### config.mk
export PLATFORM = sky130hd
export DESIGN_NAME = dbg_cmd_sequencer
export DESIGN_NICKNAME = d
export VERILOG_FILES = /design/src/rtl/dbg_pkg.sv /design/src/rtl/dbg_packet_assembler.sv /design/src/rtl/dbg_cmd_sequencer.sv
export SDC_FILE = /design/constraint.sdc
export NUM_CORES = 1
export LEC_CHECK = 0
export BUFFER_PORTS_ARGS = -buffer_cell sky130_fd_sc_hd__buf_2
export CORE_ASPECT_RATIO = 0.6
export CORE_UTILIZATION = 50
export CTS_BUF_LIST = sky130_fd_sc_hd__clkbuf_16
export DETAILED_ROUTE_END_ITERATION = 12
export PLACE_DENSITY_LB_ADDON = 0.05
export SYNTH_ARGS = -nofsm -noshare
export SYNTH_HDL_FRONTEND = slang
export SYNTH_SLANG_ARGS = --single-unit
### constraint.sdc
create_clock -name clk -period 3.1 [get_ports clk]
set_clock_uncertainty 0.15 [all_clocks]
set_input_delay 0.465 -clock clk [delete_from_list [all_inputs] [get_ports clk]]
set_output_delay 0.465 -clock clk [all_outputs]
set_load 0.005 [all_outputs]
### src/rtl/dbg_pkg.sv
// Shared constants for the debug command sequencer: command codes, FSM states, reply bytes.
package dbg_pkg;

  localparam logic [31:0] CMD_RST1 = 32'h3154_5352;
  localparam logic [31:0] CMD_RST0 = 32'h3054_5352;
  localparam logic [31:0] CMD_IMEN = 32'h6E45_4D49;
  localparam logic [31:0] CMD_CCLK = 32'h6B6C_6363;
  localparam logic [31:0] CMD_CLK0 = 32'h3030_3030;

  localparam logic [7:0] REPLY_ACK = 8'h4B;
  localparam logic [7:0] REPLY_ERR = 8'h45;

  typedef enum logic [2:0] {
    ST_RUN,
    ST_ADDR,
    ST_DATA,
    ST_RISE,
    ST_FALL
  } state_t;

  function automatic logic is_run_cmd(input logic [31:0] w);
    return (w == CMD_RST1) || (w == CMD_RST0) || (w == CMD_IMEN) ||
           (w == CMD_CCLK) || (w == CMD_CLK0);
  endfunction

endpackage

### src/rtl/dbg_packet_assembler.sv
// Collects four rx bytes (little-endian) into one registered packet word; a stalled
// partial packet is discarded after TIMEOUT_CYC idle cycles and flagged on pkt_drop.
module dbg_packet_assembler
  import dbg_pkg::*;
#(
  parameter int TIMEOUT_CYC = 2000000
) (
  input  logic        clk,
  input  logic        reset,
  input  logic [7:0]  rx_data,
  input  logic        rx_valid,
  output logic [31:0] pkt_word,
  output logic        pkt_valid,
  output logic        pkt_drop
);

  localparam int CNT_W = $clog2(TIMEOUT_CYC + 1);

  logic [1:0]       idx_q;
  logic [23:0]      shift_q;
  logic [CNT_W-1:0] idle_q;
  logic [31:0]      word_q;
  logic             valid_q;
  logic             drop_q;
  logic             expire;

  // An arriving byte always beats an expiring counter.
  assign expire = (idx_q != 2'd0) && !rx_valid &&
                  (idle_q == CNT_W'(TIMEOUT_CYC - 1));

  always_ff @(posedge clk) begin
    if (reset) begin
      idx_q   <= 2'd0;
      shift_q <= 24'd0;
      idle_q  <= '0;
      word_q  <= 32'd0;
      valid_q <= 1'b0;
      drop_q  <= 1'b0;
    end else begin
      valid_q <= 1'b0;
      drop_q  <= 1'b0;
      if (rx_valid) begin
        idle_q <= '0;
        if (idx_q == 2'd3) begin
          word_q  <= {rx_data, shift_q};
          valid_q <= 1'b1;
          idx_q   <= 2'd0;
        end else begin
          shift_q <= {rx_data, shift_q[23:8]};
          idx_q   <= idx_q + 2'd1;
        end
      end else if (expire) begin
        idx_q  <= 2'd0;
        idle_q <= '0;
        drop_q <= 1'b1;
      end else if (idx_q != 2'd0) begin
        idle_q <= idle_q + CNT_W'(1);
      end
    end
  end

  assign pkt_word  = word_q;
  assign pkt_valid = valid_q;
  assign pkt_drop  = drop_q;

endmodule

### src/rtl/dbg_cmd_sequencer.sv
// Debug command sequencer: decodes host packets into CPU reset/step and imem writes.
// Define DBG_ACK_EN to add a tx reply port ('K' accepted, 'E' error) with a 1-deep buffer.
module dbg_cmd_sequencer
  import dbg_pkg::*;
#(
  parameter int ADDR_W      = 8,
  parameter int TIMEOUT_CYC = 2000000
) (
`ifdef DBG_ACK_EN
  output logic [7:0]        tx_data,
  output logic              tx_valid,
  input  logic              tx_ready,
`endif
  input  logic              clk,
  input  logic              reset,
  input  logic [7:0]        rx_data,
  input  logic              rx_valid,
  output logic              CPU_clk,
  output logic              CPU_reset,
  output logic [ADDR_W-1:0] imem_addr,
  output logic [31:0]       imem_wdata,
  output logic              imem_we,
  output logic              prog_mode,
  output logic              cmd_err,
  output logic [7:0]        err_cnt
);

  logic [31:0] pkt_word;
  logic        pkt_valid;
  logic        pkt_drop;

  dbg_packet_assembler #(
    .TIMEOUT_CYC(TIMEOUT_CYC)
  ) u_asm (
    .clk      (clk),
    .reset    (reset),
    .rx_data  (rx_data),
    .rx_valid (rx_valid),
    .pkt_word (pkt_word),
    .pkt_valid(pkt_valid),
    .pkt_drop (pkt_drop)
  );

  state_t            state_q;
  logic              cpu_clk_q;
  logic              cpu_reset_q;
  logic [ADDR_W-1:0] imem_addr_q;
  logic [31:0]       imem_wdata_q;
  logic              imem_we_q;
  logic              prog_mode_q;
  logic              cmd_err_q;
  logic [7:0]        err_cnt_q;
  logic [7:0]        err_cnt_d;
  logic              pkt_err;

  always_comb begin
    pkt_err = 1'b0;
    case (state_q)
      ST_RUN:  pkt_err = !is_run_cmd(pkt_word);
      ST_RISE: pkt_err = (pkt_word != CMD_CCLK);
      ST_FALL: pkt_err = (pkt_word != CMD_CLK0);
      default: pkt_err = 1'b0;
    endcase
  end

  assign err_cnt_d = (err_cnt_q == 8'hFF) ? err_cnt_q : err_cnt_q + 8'd1;

  always_ff @(posedge clk) begin
    if (reset) begin
      state_q      <= ST_RUN;
      cpu_clk_q    <= 1'b0;
      cpu_reset_q  <= 1'b1;
      imem_addr_q  <= '0;
      imem_wdata_q <= 32'd0;
      imem_we_q    <= 1'b0;
      prog_mode_q  <= 1'b0;
      cmd_err_q    <= 1'b0;
      err_cnt_q    <= 8'd0;
    end else begin
      imem_we_q <= 1'b0;
      cmd_err_q <= 1'b0;
      if (pkt_drop || (pkt_valid && pkt_err)) begin
        cmd_err_q <= 1'b1;
        err_cnt_q <= err_cnt_d;
      end
      if (pkt_valid) begin
        case (state_q)
          ST_RUN: begin
            if (pkt_word == CMD_RST1) cpu_reset_q <= 1'b1;
            if (pkt_word == CMD_RST0) cpu_reset_q <= 1'b0;
            if (pkt_word == CMD_CCLK) cpu_clk_q <= 1'b1;
            if (pkt_word == CMD_CLK0) cpu_clk_q <= 1'b0;
            if (pkt_word == CMD_IMEN) begin
              state_q     <= ST_ADDR;
              prog_mode_q <= 1'b1;
              cpu_clk_q   <= 1'b0;
            end
          end
          ST_ADDR: begin
            if (pkt_word == CMD_IMEN) begin
              state_q     <= ST_RUN;
              prog_mode_q <= 1'b0;
            end else begin
              imem_addr_q <= pkt_word[ADDR_W-1:0];
              state_q     <= ST_DATA;
            end
          end
          ST_DATA: begin
            imem_wdata_q <= pkt_word;
            state_q      <= ST_RISE;
          end
          ST_RISE: begin
            if (pkt_word == CMD_CCLK) begin
              cpu_clk_q <= 1'b1;
              imem_we_q <= 1'b1;
              state_q   <= ST_FALL;
            end else begin
              state_q <= ST_ADDR;
            end
          end
          ST_FALL: begin
            // A wrong word here still lowers the clock so the CPU is never left high.
            cpu_clk_q <= 1'b0;
            state_q   <= ST_ADDR;
          end
          default: state_q <= ST_RUN;
        endcase
      end
    end
  end

  assign CPU_clk    = cpu_clk_q;
  assign CPU_reset  = cpu_reset_q;
  assign imem_addr  = imem_addr_q;
  assign imem_wdata = imem_wdata_q;
  assign imem_we    = imem_we_q;
  assign prog_mode  = prog_mode_q;
  assign cmd_err    = cmd_err_q;
  assign err_cnt    = err_cnt_q;

`ifdef DBG_ACK_EN
  logic [7:0] tx_data_q;
  logic       tx_valid_q;

  // A fresh reply replaces any pending one, even in the cycle it is being taken.
  always_ff @(posedge clk) begin
    if (reset) begin
      tx_data_q  <= 8'd0;
      tx_valid_q <= 1'b0;
    end else if (pkt_drop || pkt_valid) begin
      tx_data_q  <= (pkt_drop || pkt_err) ? REPLY_ERR : REPLY_ACK;
      tx_valid_q <= 1'b1;
    end else if (tx_ready) begin
      tx_valid_q <= 1'b0;
    end
  end

  assign tx_data  = tx_data_q;
  assign tx_valid = tx_valid_q;
`endif

endmodule
# [Yosys cells after proc, flatten, opt, wreduce, memory -nomap -nowiden]
# Cells that the tools add are included.
[word_totals] register_bits=137 input_bits=11 out_inout_bits=53 wordCells=90
[classes] add_sub_neg=3 eq_ne=16 n_mux=21 bitwise_logic=6 n_reduce_logical=29
[op_table] cell="32-bit by 30-bit equality test with 1-bit output, second input constant" count=3
[op_table] cell="32-bit by 31-bit equality test with 1-bit output, second input constant" count=2
[op_table] cell="32-bit by 30-bit inequality test with 1-bit output, second input constant" count=1
[op_table] cell="32-bit by 31-bit inequality test with 1-bit output, second input constant" count=1
[op_table] cell="21-bit by 1-bit adder with 21-bit output, second input constant" count=1
[op_table] cell="21-bit equality test, second input constant" count=1
[op_table] cell="3-bit case mux with 5 select lines" count=1
[op_table] cell="2-bit AND reduction" count=6
[op_table] cell="1-bit 2-to-1 mux" count=11
[op_table] cell="8-bit by 1-bit adder with 8-bit output, second input constant" count=1
[op_table] cell="8-bit equality test, second input constant" count=1
[op_table] cell="2-bit 2-to-1 mux" count=4
[op_table] cell="2-bit nonzero test" count=4
[op_table] cell="3-bit by 2-bit equality test with 1-bit output, second input constant" count=2
[op_table] cell="3-bit 2-to-1 mux" count=2
[op_table] cell="1-bit inverter" count=6
[op_table] cell="1-bit case mux with 3 select lines" count=2
[op_table] cell="3-bit AND reduction" count=2
[op_table] cell="3-bit OR reduction" count=2
[op_table] cell="1-bit logical OR" count=5
[op_table] cell="2-bit inequality test, second input constant" count=2
[op_table] cell="4-bit AND reduction" count=1
[op_table] cell="2-bit OR reduction" count=2
[op_table] cell="3-bit by 1-bit equality test with 1-bit output, second input constant" count=1
[op_table] cell="8 further kinds" count=11

# [Longest topological paths before layout]
[depth] depth_word=10 depth_mapped=10 ltp_nobuf=9

# [Modules after synthesis]
# From an unflattened synthesis, not the netlist that was laid out.
[hier_totals] hier_cells=693 area_unflattened_um2=5655.4
[modules_own_cells] mod="dbg_packet_assembler" n_inst=1 cells_per_inst=381 area_each_um2=3098.0 seq_area_each_um2=1621.6
[modules_own_cells] mod="dbg_cmd_sequencer" n_inst=1 cells_per_inst=312 area_each_um2=2557.5 seq_area_each_um2=1121.1

# [Least setup slack after synthesis]
# Ideal clock, no wire load.
[synth_timing] path_type="reg2reg" from="reg u_asm.word_q[13] (netlist: u_asm.pkt_word[13])" to="reg imem_addr_q[3] (netlist: imem_addr[3])" setup_time_ps=128 arrival_time_ps=2267 t_required_ps=2822 slack_ps=556 path_stages_with_launch=9 path_buffers=1 period_less_slack_ps=2544 path_cell_list="dfxtp_1 -> or4b_1 -> or4_1 -> or3_4 -> clkinv_2 -> or3b_4 -> buf_12 -> mux2i_1 -> nor2_1"
[synth_via] elab_chain_cells=3
[synth_rtl] element="from (decl)" line_no="dbg_packet_assembler.sv:22" source="logic [31:0] word_q;"
[synth_rtl] element="from (signal assigned)" line_no="dbg_packet_assembler.sv:45" source="word_q <= {rx_data, shift_q};"
[synth_rtl] element="32-bit by 31-bit equality test with 1-bit output" line_no="dbg_cmd_sequencer.sv:100" source="if (pkt_word == CMD_IMEN) begin"
[synth_rtl] element="1-bit inverter (no source line)"
[synth_rtl] element="3-bit AND reduction (no source line)"
[synth_rtl] element="to (signal assigned)" line_no="dbg_cmd_sequencer.sv:104" source="imem_addr_q <= pkt_word[ADDR_W-1:0];"
[synth_rtl] element="to (decl)" line_no="dbg_cmd_sequencer.sv:47" source="logic [ADDR_W-1:0] imem_addr_q;"
# No other way between the ends.
# A chain may end at the register's enable or synchronous reset.

# [Final worst setup path]
[layout_timing] from="reg u_asm.word_q[18] (netlist: u_asm.pkt_word[18])" to="reg imem_addr_q[2] (netlist: imem_addr[2])"
# Same word-level chain as after synthesis.

==> reports/results.md <==
| Result | This run | Unit |
| --- | --- | --- |
| Outcome | complete, no violations | - |
| Number of failing setup endpoints in the final timing report | 0 | - |
| Worst slew margin | 0.233 | - |
| Max Slew Vio Count | 0 | - |
| CTS clock-pin slew for the worst setup and hold paths | 60 | ps |
| Buffer levels on the longest clock path | 2 | - |
| Vias after detailed routing | 4754 | - |
| Post-synthesis sequential element count | 137 | - |
| Detailed-route wire length | 13300 | um |
| Total gr overflow | 0 | - |
| Leading cell types in the layout, fill and taps excluded | nand2_1 (194), dfxtp_1 (137), a21oi_1 (99), buf_2 (62), nor2_1 (52) | - |
| Arrival time of the worst setup path | 2900 | ps |
| DRC violations left | 0 | - |
| Final period demand of the worst path | 2770 | ps |
| CTS tree | yes | - |
| Setup TNS | 0 | ps |
| Relative contribution of the clock network to total power | 0.506 | - |
| Worst-case hold slack | 157 | ps |
| Buffers inserted by post-CTS timing repair | 0 | - |
| Clock latency at the later pin of the worst-skew pair | 410 | ps |
| Maximum fanout count along the critical path | 8 | - |
| Detailed placer's ending HPWL | 9130 | um |
| CTS root buffer | clkbuf_16 | - |
| Worst setup path category | reg2reg | - |
| Most used DFF post-synth | dfxtp_1 | - |
| Total clock sinks | 137 | - |
| CP Data Required Time | 3230 | ps |
| Critical path startpoint category | flip-flop | - |
| Antenna Diode Count | 0 | - |
| Cells after synthesis | 667 | - |
| Crit path setup slack, layout | 332 | ps |
| Sw Ratio | 0.207 | - |
| P_leak | 2.48 | nW |
| Routed wl met2 | 5460 | um |
| Share of layout cells above drive strength 1 | 0.151 | - |
| Average wire per cell in the routed design | 15.2 | um |
| Placement row count | 29 | - |
| Part of the Yosys area used for sequential elements | 0.503 | - |
| Nets | 740 | - |
| Sequential power share | 0.467 | - |
| Floorplan die area | 0.0113 | mm2 |
| Topmost layer with routed signal wires | met4 | - |
| Cell count after placement | 845 | - |
| RSZ-0062 raised after global routing | false | - |
| Final count of hold timing violations | 0 | - |
| H-tree Lvls | 4 | - |
| Combinational cell fraction of total power | 0.027 | - |
| Number of gates resized after cts | 0 | - |
| First drt pass iteration count | 5 | - |
| First-pass GRT wire length | 21900 | um |
| Type of the worst min-delay path | in2reg | - |
| Final weighted congestion in routability-driven placement | 0.860 | - |
| Cell-internal power | 3.04 | mW |
| Peak supply drop | 0.411 | mV |
| Number of antenna violations at the first check in global routing | 0 | - |
| Vias in the first global route | 4209 | - |
| Total number of yosys warnings | 0 | - |
| Post-route clock period utilization | 0.893 | - |
| Share of flip-flops with an asynchronous set or reset after synthesis | 0 | - |
| Area overhead of the layout relative to synthesis | 18.1 | % |
| Actual transition at the worst max-transition pin | 1150 | ps |
| Number of nets still failing antenna checks after routing | 0 | - |
| Number of design-rule violations left by the first detailed-router iteration | 379 | - |
| Netlist area before placement | 0.00546 | mm2 |
| Initial core utilization | 0.515 | - |
| Number of vias per cell after detailed routing | 5.43 | - |
| Count of placed standard cells in the final layout, fillers left out | 875 | - |
| Number of flops mapped to enable cells by yosys | 0 | - |
| Number of hold buffers added after CTS | 0 | - |
| Total I/O pin count | 64 | - |
| DR WL met3 | 719 | um |
| Pre-CTS setup slack | 376 | ps |
| Most common library cell in the layout ignoring fill and taps | nand2_1 | - |
| Buffers added on ports | 63 | - |
| Power Total | 3.84 | mW |
| Fillcell total | 948 | - |
| Post-synth net total | 682 | - |
| Crit end category | flip-flop | - |
| Mean instance size in the synthesized netlist | 8.18 | um2 |
| Horizontal extent of the die | 137 | um |
| Highest clock frequency the design can meet | 361 | MHz |
| Standard cell core area | 0.0106 | mm2 |
| Chip height | 82.9 | um |
| Yosys cell types | 56 | - |
| Maxcap violations | 0 | - |
| Metal-1 WL | 7000 | um |
| Net switching power figure | 0.796 | mW |
| Largest net degree at the start of global routing | 49 | - |
| Power Dens Cells | 596 | mW/mm2 |
| GR Util All Layers | 0.250 | - |
| Number of buffers inserted during clock tree synthesis | 17 | - |
cells in the mapped netlist (2+ instances only):
| master | instances | area share |
|---|---|---|
| a21oi_1 | 99 | 0.091 |
| a31oi_1 | 3 | 0.0034 |
| and3_1 | 3 | 0.0034 |
| and4_1 | 3 | 0.0048 |
| and4b_1 | 2 | 0.0037 |
| buf_2 | 2 | 0.0018 |
| clkbuf_1 | 30 | 0.021 |
| clkbuf_8 | 2 | 0.0050 |
| dfxtp_1 | 137 | 0.50 |
| ha_1 | 4 | 0.0092 |
| inv_1 | 4 | 0.0028 |
| inv_2 | 2 | 0.0014 |
| mux2i_1 | 12 | 0.022 |
| nand2_1 | 194 | 0.13 |
| nand3_1 | 18 | 0.017 |
| nand4_1 | 11 | 0.013 |
| nor2_1 | 52 | 0.036 |
| nor2b_1 | 5 | 0.0057 |
| nor3_1 | 7 | 0.0064 |
| nor4_1 | 4 | 0.0046 |
| nor4b_1 | 4 | 0.0064 |
| o21ai_1 | 6 | 0.0055 |
| o31ai_1 | 2 | 0.0028 |
| or2_1 | 3 | 0.0034 |
| or3_1 | 4 | 0.0046 |
| or3b_4 | 2 | 0.0041 |
| or4_1 | 3 | 0.0041 |
| or4b_1 | 2 | 0.0037 |
| xnor2_1 | 7 | 0.011 |
| xor2_1 | 14 | 0.022 |
state kept, by name (all words and copies together), names as in the netlist, 2 cells and up:
signal / count
state_q: 3
u_asm.idx_q: 2
u_asm.idle_q: 21
u_asm.shift_q: 24
u_asm.pkt_word: 32
imem_addr: 8
imem_wdata: 32
err_cnt: 8
path summary, 6_finish.rpt:
check / endpoint / depth (start not counted) / start / slack, ps
max: imem_addr[2] / 7 / u_asm.pkt_word[18] / 330
min: u_asm.pkt_word[30] / 3 / rx_data[6] / 160
max reg2reg: imem_addr[2] / 7 / u_asm.pkt_word[18] / 330
min reg2reg: u_asm.pkt_word[2] / 2 / u_asm.shift_q[2] / 300
cell families after synthesis:
| family | synth area share |
|---|---|
| simple gates | 0.278 |
| buf+inv | 0.0390 |
| fa+ha+maj | 0.00917 |
| xor+xnor | 0.0337 |
| compound gates | 0.113 |
| mux | 0.0241 |
| flops | 0.503 |
layout make-up:
class,count,area (um2),area share
multi-input cells,486,2500,0.389
well taps,139,174,0.0270
flip-flops and latches,137,2740,0.426
inverters,7,27.5,0.00427
clock inverters,13,138,0.0214
repair buffers,76,428,0.0664
clock buffers,17,425,0.0661
critical path, stage by stage, from the launching register on:
cell and delay [ps]:
dfxtp_1 430, or4b_1 470, or4_1 580, or3_4 450, clkinv_2 70, or3b_4 220, mux2i_1 210, nor2_1 50
routing by layer:
layer / track usage / up-vias
met5: 0 / -
met4: 0.0699 / 0
met3: 0.0519 / 15
met2: 0.345 / 140
met1: 0.385 / 2238
li1: - / 2361
power by group through the flow:
stage	clock network, mW	logic, mW	registers, mW
CTS	1.97	0.104	1.79
floorplan	0	0.0741	1.83
global placement	0	0.101	1.83
detailed placement	0	0.104	1.83
finish	1.94	0.104	1.79
global route	2.05	0.116	1.80
stage by stage:
| stage | utilization | cell area, um2 |
|---|---|---|
| finish | 0.608 | 6440 |
| global route | 0.608 | 6440 |
| CTS | 0.608 | 6440 |
| detailed placement | 0.555 | 5880 |
| global placement | 0.555 | 5880 |
| floorplan | - | 5460 |
Power figures use the tool's default switching activity.
